===== config.mk =====
export PLATFORM = sky130hd
export DESIGN_NAME = lsu_misalign_seq
export DESIGN_NICKNAME = d
export VERILOG_FILES = /design/src/rtl/lsu_misalign_seq.sv
export SDC_FILE = /design/constraint.sdc
export NUM_CORES = 1
export LEC_CHECK = 0
export ABC_AREA = 1
export BUFFER_PORTS_ARGS = -buffer_cell sky130_fd_sc_hd__buf_2
export CORE_ASPECT_RATIO = 1.1
export CORE_MARGIN = 3
export CORE_UTILIZATION = 28
export CTS_BUF_LIST = sky130_fd_sc_hd__clkbuf_8
export DETAILED_ROUTE_END_ITERATION = 16
export PLACE_DENSITY = 0.54
export SLEW_MARGIN = 20
export SYNTH_ARGS = -nofsm -noshare
export SYNTH_HDL_FRONTEND = slang
export SYNTH_SLANG_ARGS = --single-unit

===== constraint.sdc =====
create_clock -name clk -period 3.9 [get_ports clk]
set_input_delay 0.78 -clock clk [delete_from_list [all_inputs] [get_ports clk]]
set_output_delay 0.78 -clock clk [all_outputs]
set_load 0.005 [all_outputs]

===== src/rtl/lsu_misalign_seq.sv =====
// Memory-stage sequencer: aligned accesses pass straight through, misaligned LH/LHU/LW/SH/SW are split
// into byte accesses with the pipeline stalled. Build macro LSU_MISALIGN_TRAP_EN replaces splitting with a trap pulse.
module lsu_misalign_seq #(
    parameter int ADDR_W = 11
) (
    input  logic              clk,
    input  logic              rst_n,
    input  logic              req_valid,
    input  logic              is_load,
    input  logic              is_store,
    input  logic [ADDR_W-1:0] addr,
    input  logic [31:0]       wdata,
    input  logic [2:0]        func3,
    output logic [ADDR_W-1:0] mem_addr,
    output logic [31:0]       mem_wdata,
    output logic [2:0]        mem_func3,
    output logic              mem_rd_en,
    output logic              mem_wr_en,
    input  logic [31:0]       mem_rdata,
    output logic [31:0]       ld_data,
    output logic              stall,
    output logic              misalign_trap
);
    logic w_qual;
    logic w_listed;
    logic w_misalign;

    // Request decode: qualification, legal encodings and misalignment
    always_comb begin
        w_qual = req_valid & (is_load ^ is_store);
        if (is_load) begin
            w_listed = (func3 != 3'b011) && (func3 != 3'b110) && (func3 != 3'b111);
        end else begin
            w_listed = (func3 == 3'b000) || (func3 == 3'b001) || (func3 == 3'b010);
        end
        case (func3[1:0])
            2'b01:   w_misalign = w_qual & w_listed & addr[0];
            2'b10:   w_misalign = w_qual & w_listed & (addr[1:0] != 2'b00);
            default: w_misalign = 1'b0;
        endcase
    end

`ifdef LSU_MISALIGN_TRAP_EN
    // Pass-through with a one-cycle trap instead of splitting
    always_comb begin
        mem_addr      = addr;
        mem_wdata     = wdata;
        mem_func3     = func3;
        mem_rd_en     = 1'b0;
        mem_wr_en     = 1'b0;
        ld_data       = 32'd0;
        stall         = 1'b0;
        misalign_trap = 1'b0;
        if (!rst_n) begin
            mem_addr  = {ADDR_W{1'b0}};
            mem_wdata = 32'd0;
            mem_func3 = 3'd0;
        end else if (w_misalign) begin
            misalign_trap = 1'b1;
        end else if (w_qual) begin
            mem_rd_en = is_load;
            mem_wr_en = is_store;
            ld_data   = is_load ? mem_rdata : 32'd0;
        end else begin
            misalign_trap = 1'b0;
        end
    end
`else
    typedef enum logic {S_IDLE = 1'b0, S_SPLIT = 1'b1} state_t;

    localparam logic [2:0] F3_LBU = 3'b100;
    localparam logic [2:0] F3_SB  = 3'b000;

    state_t            r_state;
    state_t            w_state_nx;
    logic [1:0]        r_idx;
    logic [1:0]        w_idx_nx;
    logic [23:0]       r_buf;
    logic [23:0]       w_buf_nx;
    logic [ADDR_W-1:0] r_addr;
    logic [31:0]       r_wdata;
    logic [2:0]        r_func3;
    logic              r_load;
    logic              w_latch;

    function automatic logic [1:0] last_idx(input logic [1:0] sz);
        case (sz)
            2'b01:   last_idx = 2'd1;
            2'b10:   last_idx = 2'd3;
            default: last_idx = 2'd0;
        endcase
    endfunction

    function automatic logic [7:0] byte_sel(input logic [31:0] w, input logic [1:0] i);
        case (i)
            2'd0:    byte_sel = w[7:0];
            2'd1:    byte_sel = w[15:8];
            2'd2:    byte_sel = w[23:16];
            default: byte_sel = w[31:24];
        endcase
    endfunction

    // The top byte comes straight from memory in the final cycle, earlier bytes from the buffer
    function automatic logic [31:0] ld_extend(input logic [2:0] f3, input logic [23:0] lo, input logic [7:0] hi);
        case (f3)
            3'b001:  ld_extend = {{16{hi[7]}}, hi, lo[7:0]};
            3'b101:  ld_extend = {16'd0, hi, lo[7:0]};
            3'b010:  ld_extend = {hi, lo};
            default: ld_extend = 32'd0;
        endcase
    endfunction

    // State, byte index, load buffer and latched request
    always_ff @(posedge clk or negedge rst_n) begin
        if (!rst_n) begin
            r_state <= S_IDLE;
            r_idx   <= 2'd0;
            r_buf   <= 24'd0;
            r_addr  <= {ADDR_W{1'b0}};
            r_wdata <= 32'd0;
            r_func3 <= 3'd0;
            r_load  <= 1'b0;
        end else begin
            r_state <= w_state_nx;
            r_idx   <= w_idx_nx;
            r_buf   <= w_buf_nx;
            if (w_latch) begin
                r_addr  <= addr;
                r_wdata <= wdata;
                r_func3 <= func3;
                r_load  <= is_load;
            end else begin
                r_load  <= r_load;
            end
        end
    end

    // Next state and memory-port drive
    always_comb begin
        w_state_nx    = r_state;
        w_idx_nx      = r_idx;
        w_buf_nx      = r_buf;
        w_latch       = 1'b0;
        mem_addr      = addr;
        mem_wdata     = wdata;
        mem_func3     = func3;
        mem_rd_en     = 1'b0;
        mem_wr_en     = 1'b0;
        ld_data       = 32'd0;
        stall         = 1'b0;
        misalign_trap = 1'b0;
        if (!rst_n) begin
            mem_addr  = {ADDR_W{1'b0}};
            mem_wdata = 32'd0;
            mem_func3 = 3'd0;
        end else begin
            case (r_state)
                S_IDLE: begin
                    if (w_misalign) begin
                        mem_wdata  = {24'd0, wdata[7:0]};
                        mem_func3  = is_load ? F3_LBU : F3_SB;
                        mem_rd_en  = is_load;
                        mem_wr_en  = is_store;
                        stall      = 1'b1;
                        w_latch    = 1'b1;
                        w_idx_nx   = 2'd1;
                        w_state_nx = S_SPLIT;
                        w_buf_nx   = is_load ? {16'd0, mem_rdata[7:0]} : r_buf;
                    end else if (w_qual) begin
                        mem_rd_en = is_load;
                        mem_wr_en = is_store;
                        ld_data   = is_load ? mem_rdata : 32'd0;
                    end else begin
                        stall = 1'b0;
                    end
                end
                S_SPLIT: begin
                    mem_addr  = r_addr + {{(ADDR_W-2){1'b0}}, r_idx};
                    mem_func3 = r_load ? F3_LBU : F3_SB;
                    mem_wdata = {24'd0, byte_sel(r_wdata, r_idx)};
                    mem_rd_en = r_load;
                    mem_wr_en = ~r_load;
                    if (r_idx < last_idx(r_func3[1:0])) begin
                        stall    = 1'b1;
                        w_idx_nx = r_idx + 2'd1;
                        if (r_load) begin
                            case (r_idx)
                                2'd1:    w_buf_nx[15:8]  = mem_rdata[7:0];
                                2'd2:    w_buf_nx[23:16] = mem_rdata[7:0];
                                default: w_buf_nx        = r_buf;
                            endcase
                        end else begin
                            w_buf_nx = r_buf;
                        end
                    end else begin
                        w_state_nx = S_IDLE;
                        w_idx_nx   = 2'd0;
                        ld_data    = r_load ? ld_extend(r_func3, r_buf, mem_rdata[7:0]) : 32'd0;
                    end
                end
                default: w_state_nx = S_IDLE;
            endcase
        end
    end
`endif
endmodule


==> impl_metrics.env <==
export IMPL_wl_per_cell_um=14.7
export IMPL_placed_cell_area_um2=6110
export IMPL_synth_top_area_share_pct=36.1
export IMPL_multi_input_area_um2=2730
export IMPL_relSlewSlack_pct=49.5
export IMPL_ir_drop_uv=186
export IMPL_drive_above_1_share_pct=23.1
export IMPL_cts_hold_buffers=0
export IMPL_path_delay_family="buffers and inverters"
export IMPL_hpwlAfterDp_um=12200
export IMPL_drv_slew=0
export IMPL_grt_pass1_vias=4987
export IMPL_clock_fmax_ghz=0.313
export IMPL_grt_busiest_layer="met2"
export IMPL_cts_buffers=9
export IMPL_min_period_ps=3190
export IMPL_fin_nets=987
export IMPL_antenna_found_initial=2
export IMPL_gr_usage_met3_pct=4.19
export IMPL_antenna_cells=0
export IMPL_tightest_slew_ps=756
export IMPL_dieArea_um2=20000
export IMPL_syn_area_um2=5140
export IMPL_die_w_um=135
export IMPL_finClkSkew_ps=5.58
export IMPL_cts_resized=0
export IMPL_final_area_um2=6310
export IMPL_grt_remaining_overflow=0
export IMPL_crit_chain="buf_2 -> inv_1 -> ha_1 -> nor2_1 -> nand2_1 -> nand2_1 -> nand2_1 -> nand3_4 -> buf_4 -> nand3_1 -> a21oi_1 -> buf_2"
export IMPL_path_max_fanout=34
export IMPL_drt_total_wl_um=16600
export IMPL_use_met1_pct=23.6
export IMPL_power_density_nw_per_um2=515
export IMPL_timing_final_crit_share_pct=81.9
export IMPL_p_total_mw=3.25
export IMPL_vias_per_cell=4.73
export IMPL_hold_viol=0
export IMPL_syn_instance_count=753
export IMPL_fillers=1966
export IMPL_yosys_warnings=0
export IMPL_num_rows=51
export IMPL_rsz0062_at_grt="no"
export IMPL_cts_max_path_buffers=2
export IMPL_syn_avg_cell_area_um2=6.82
export IMPL_core_um2=17900
export IMPL_synth_cell_types=35
export IMPL_clk_pin_slew_ps=80
export IMPL_num_vias=5352
export IMPL_power_leakage_nw=3.33
export IMPL_cts_tree="built"
export IMPL_min_path_type="register to register"
export IMPL_grt_max_degree=49
export IMPL_grt_usage_pct=16.3
export IMPL_end_kind="output port"
export IMPL_cts_root_buf="clkbuf_8"
export IMPL_clk_latency_ps=340
export IMPL_critPathKind="input pin to output port"
export IMPL_numClockSinks=74
export IMPL_drc=0
export IMPL_synthTopCellsByArea="dfrtp_1 (36%), nand2_1 (15%), nand3_1 (6.0%), inv_1 (5.7%), o21ai_0 (4.9%)"
export IMPL_final_setup_tns_ps=0
export IMPL_htree_levels=3
export IMPL_first_pass_iters=5
export IMPL_gp_congestion=0.808
export IMPL_cap_viol_max_count=0
export IMPL_postCtsSetupRepairBufs=0
export IMPL_drt_initial_drc_count=452
export IMPL_ant_nets=0
export IMPL_start_util_pct=28.7
export IMPL_critical_path_slowest_cell="buf_4"
export IMPL_num_io_pins=165
export IMPL_die_height_um=148
export IMPL_regArea_um2=1850
export IMPL_crit_top_cell="nand2_1"
export IMPL_critPathMaxStageDelay_ps=350
export IMPL_area_growth_pct=22.9
export IMPL_synth_nets=851
export IMPL_grt_first_pass_wirelength_um=26800
export IMPL_critPathRequiredTime_ps=3120
export IMPL_path_buf_inv=4
export IMPL_synth_seq_cells=74
export IMPL_yosys_area_top_type="dfrtp_1"
export IMPL_critPathArrivalTime_ps=2410
export IMPL_port_buffers=163
export IMPL_crit_path_start_kind="input pin"
export IMPL_met2_usage_pct=24.5
export IMPL_setup_violations=0
export IMPL_ys_seq_area_share_pct=36.1
export IMPL_status="complete, no violations"
-- worst min-delay path, stage by stage, from the launching register on --
cell and delay (ps):
dfrtp_1 350, nand2_1 50, nand2_1 50
-- cells in the final DEF (no fill, tap or decap), drive strengths merged --
master,count
dfrtp,74
o22ai,10
nand3,65
clkbuf,12
clkinv,4
a21oi,47
conb,1
nand2,212
o21ai,80
inv,82
o32ai,1
fa,1
a32o,1
nand3b,24
nor3,28
nand4,19
a31oi,9
a21boi,1
ha,14
xnor2,1
bufinv,1
nor2,29
a21o,1
buf,176
-- cell usage after synthesis --
cell type / n
xnor2_1: 1
nand3_2: 2
nor2_2: 5
nor2_8: 1
buf_6: 2
nor3_1: 28
o21ai_0: 50
inv_1: 78
clkinv_2: 1
dfrtp_1: 74
o32ai_1: 1
nor2_1: 22
fa_1: 1
nand2_2: 1
nor2_4: 1
a21oi_1: 47
buf_4: 4
buf_2: 16
a31oi_1: 9
a21o_1: 1
nand2_1: 211
a32o_1: 1
o22ai_1: 10
conb_1: 1
nand4_1: 19
clkinv_1: 2
a21boi_0: 1
nand3b_1: 24
o21ai_1: 30
inv_2: 3
nand3_1: 62
clkbuf_1: 27
buf_1: 2
nand3_4: 1
ha_1: 14
-- path summary, 6_finish.rpt --
| kind | end | depth (start not counted) | slack, ps | startpoint |
|---|---|---|---|---|
| hold reg to reg | r_buf[21]$_DFFE_PN0P_ | 2 | 480 | r_buf[21]$_DFFE_PN0P_ |
| setup reg to reg | r_wdata[12]$_DFFE_PN0P_ | 7 | 1310 | r_state$_DFFE_PN0P_ |
| min in group asynchronous | r_buf[2]$_DFFE_PN0P_ | 2 | 550 | rst_n |
| hold / removal | r_buf[21]$_DFFE_PN0P_ | 2 | 480 | r_buf[21]$_DFFE_PN0P_ |
| setup / recovery | ld_data[5] | 12 | 710 | func3[0] |
| max in group asynchronous | r_wdata[15]$_DFFE_PN0P_ | 2 | 2900 | rst_n |
-- flip-flops by register name, indices dropped and copies added, names as in the netlist --
signal	cells
r_idx	2
r_func3	3
r_wdata	32
r_buf	24
r_addr	11
r_state	1
r_load	1
-- area by class of cell --
cell class                      count  area share [%]
Clock buffer                       12            2.62
Clock inverter                      3           0.614
Inverter                           84            5.01
Multi-Input combinational cell    544            43.2
Sequential cell                    74            29.3
Tap cell                          238            4.72
Timing Repair Buffer              176            14.5
-- cells by family after synthesis --
| logic type | Yosys count | synth area share [%] |
|---|---|---|
| xor+xnor | 1 | 0.171 |
| other cells | 1 | 0.0730 |
| fa+ha+maj | 15 | 3.80 |
| compound gates | 150 | 15.3 |
| simple gates | 377 | 33.7 |
| flops | 74 | 36.1 |
| buf+inv | 135 | 10.9 |
-- stage by stage --
| stage | hold WS [ps] | setup slack [ps] | cells | utilization [%] |
|---|---|---|---|---|
| 2_1_floorplan | 443 | 1120 | 753 | - |
| 3_3_place_gp | 454 | 714 | 1116 | 34.2 |
| 3_5_place_dp | 460 | 705 | 1116 | 34.2 |
| 4_1_cts | 480 | 703 | 1131 | 35.3 |
| 5_1_grt | 493 | 438 | 1131 | 35.3 |
| 6_report | 477 | 708 | 1131 | 35.3 |
-- layer usage --
layer / routed length [um] / part of all wire [%]
met4: 193 / 1.2
met5: 21 / 0.13
met1: 7840 / 47
met2: 7140 / 43
met3: 1420 / 8.6
-- power breakdown --
group / switching (mW) / total (mW) / internal, mW
Clock: 0.283 / 0.625 / 0.342
Sequential: 0.219 / 1.26 / 1.04
Combinational: 0.897 / 1.36 / 0.464
Note: power is estimated with default switching activity, not from simulation.
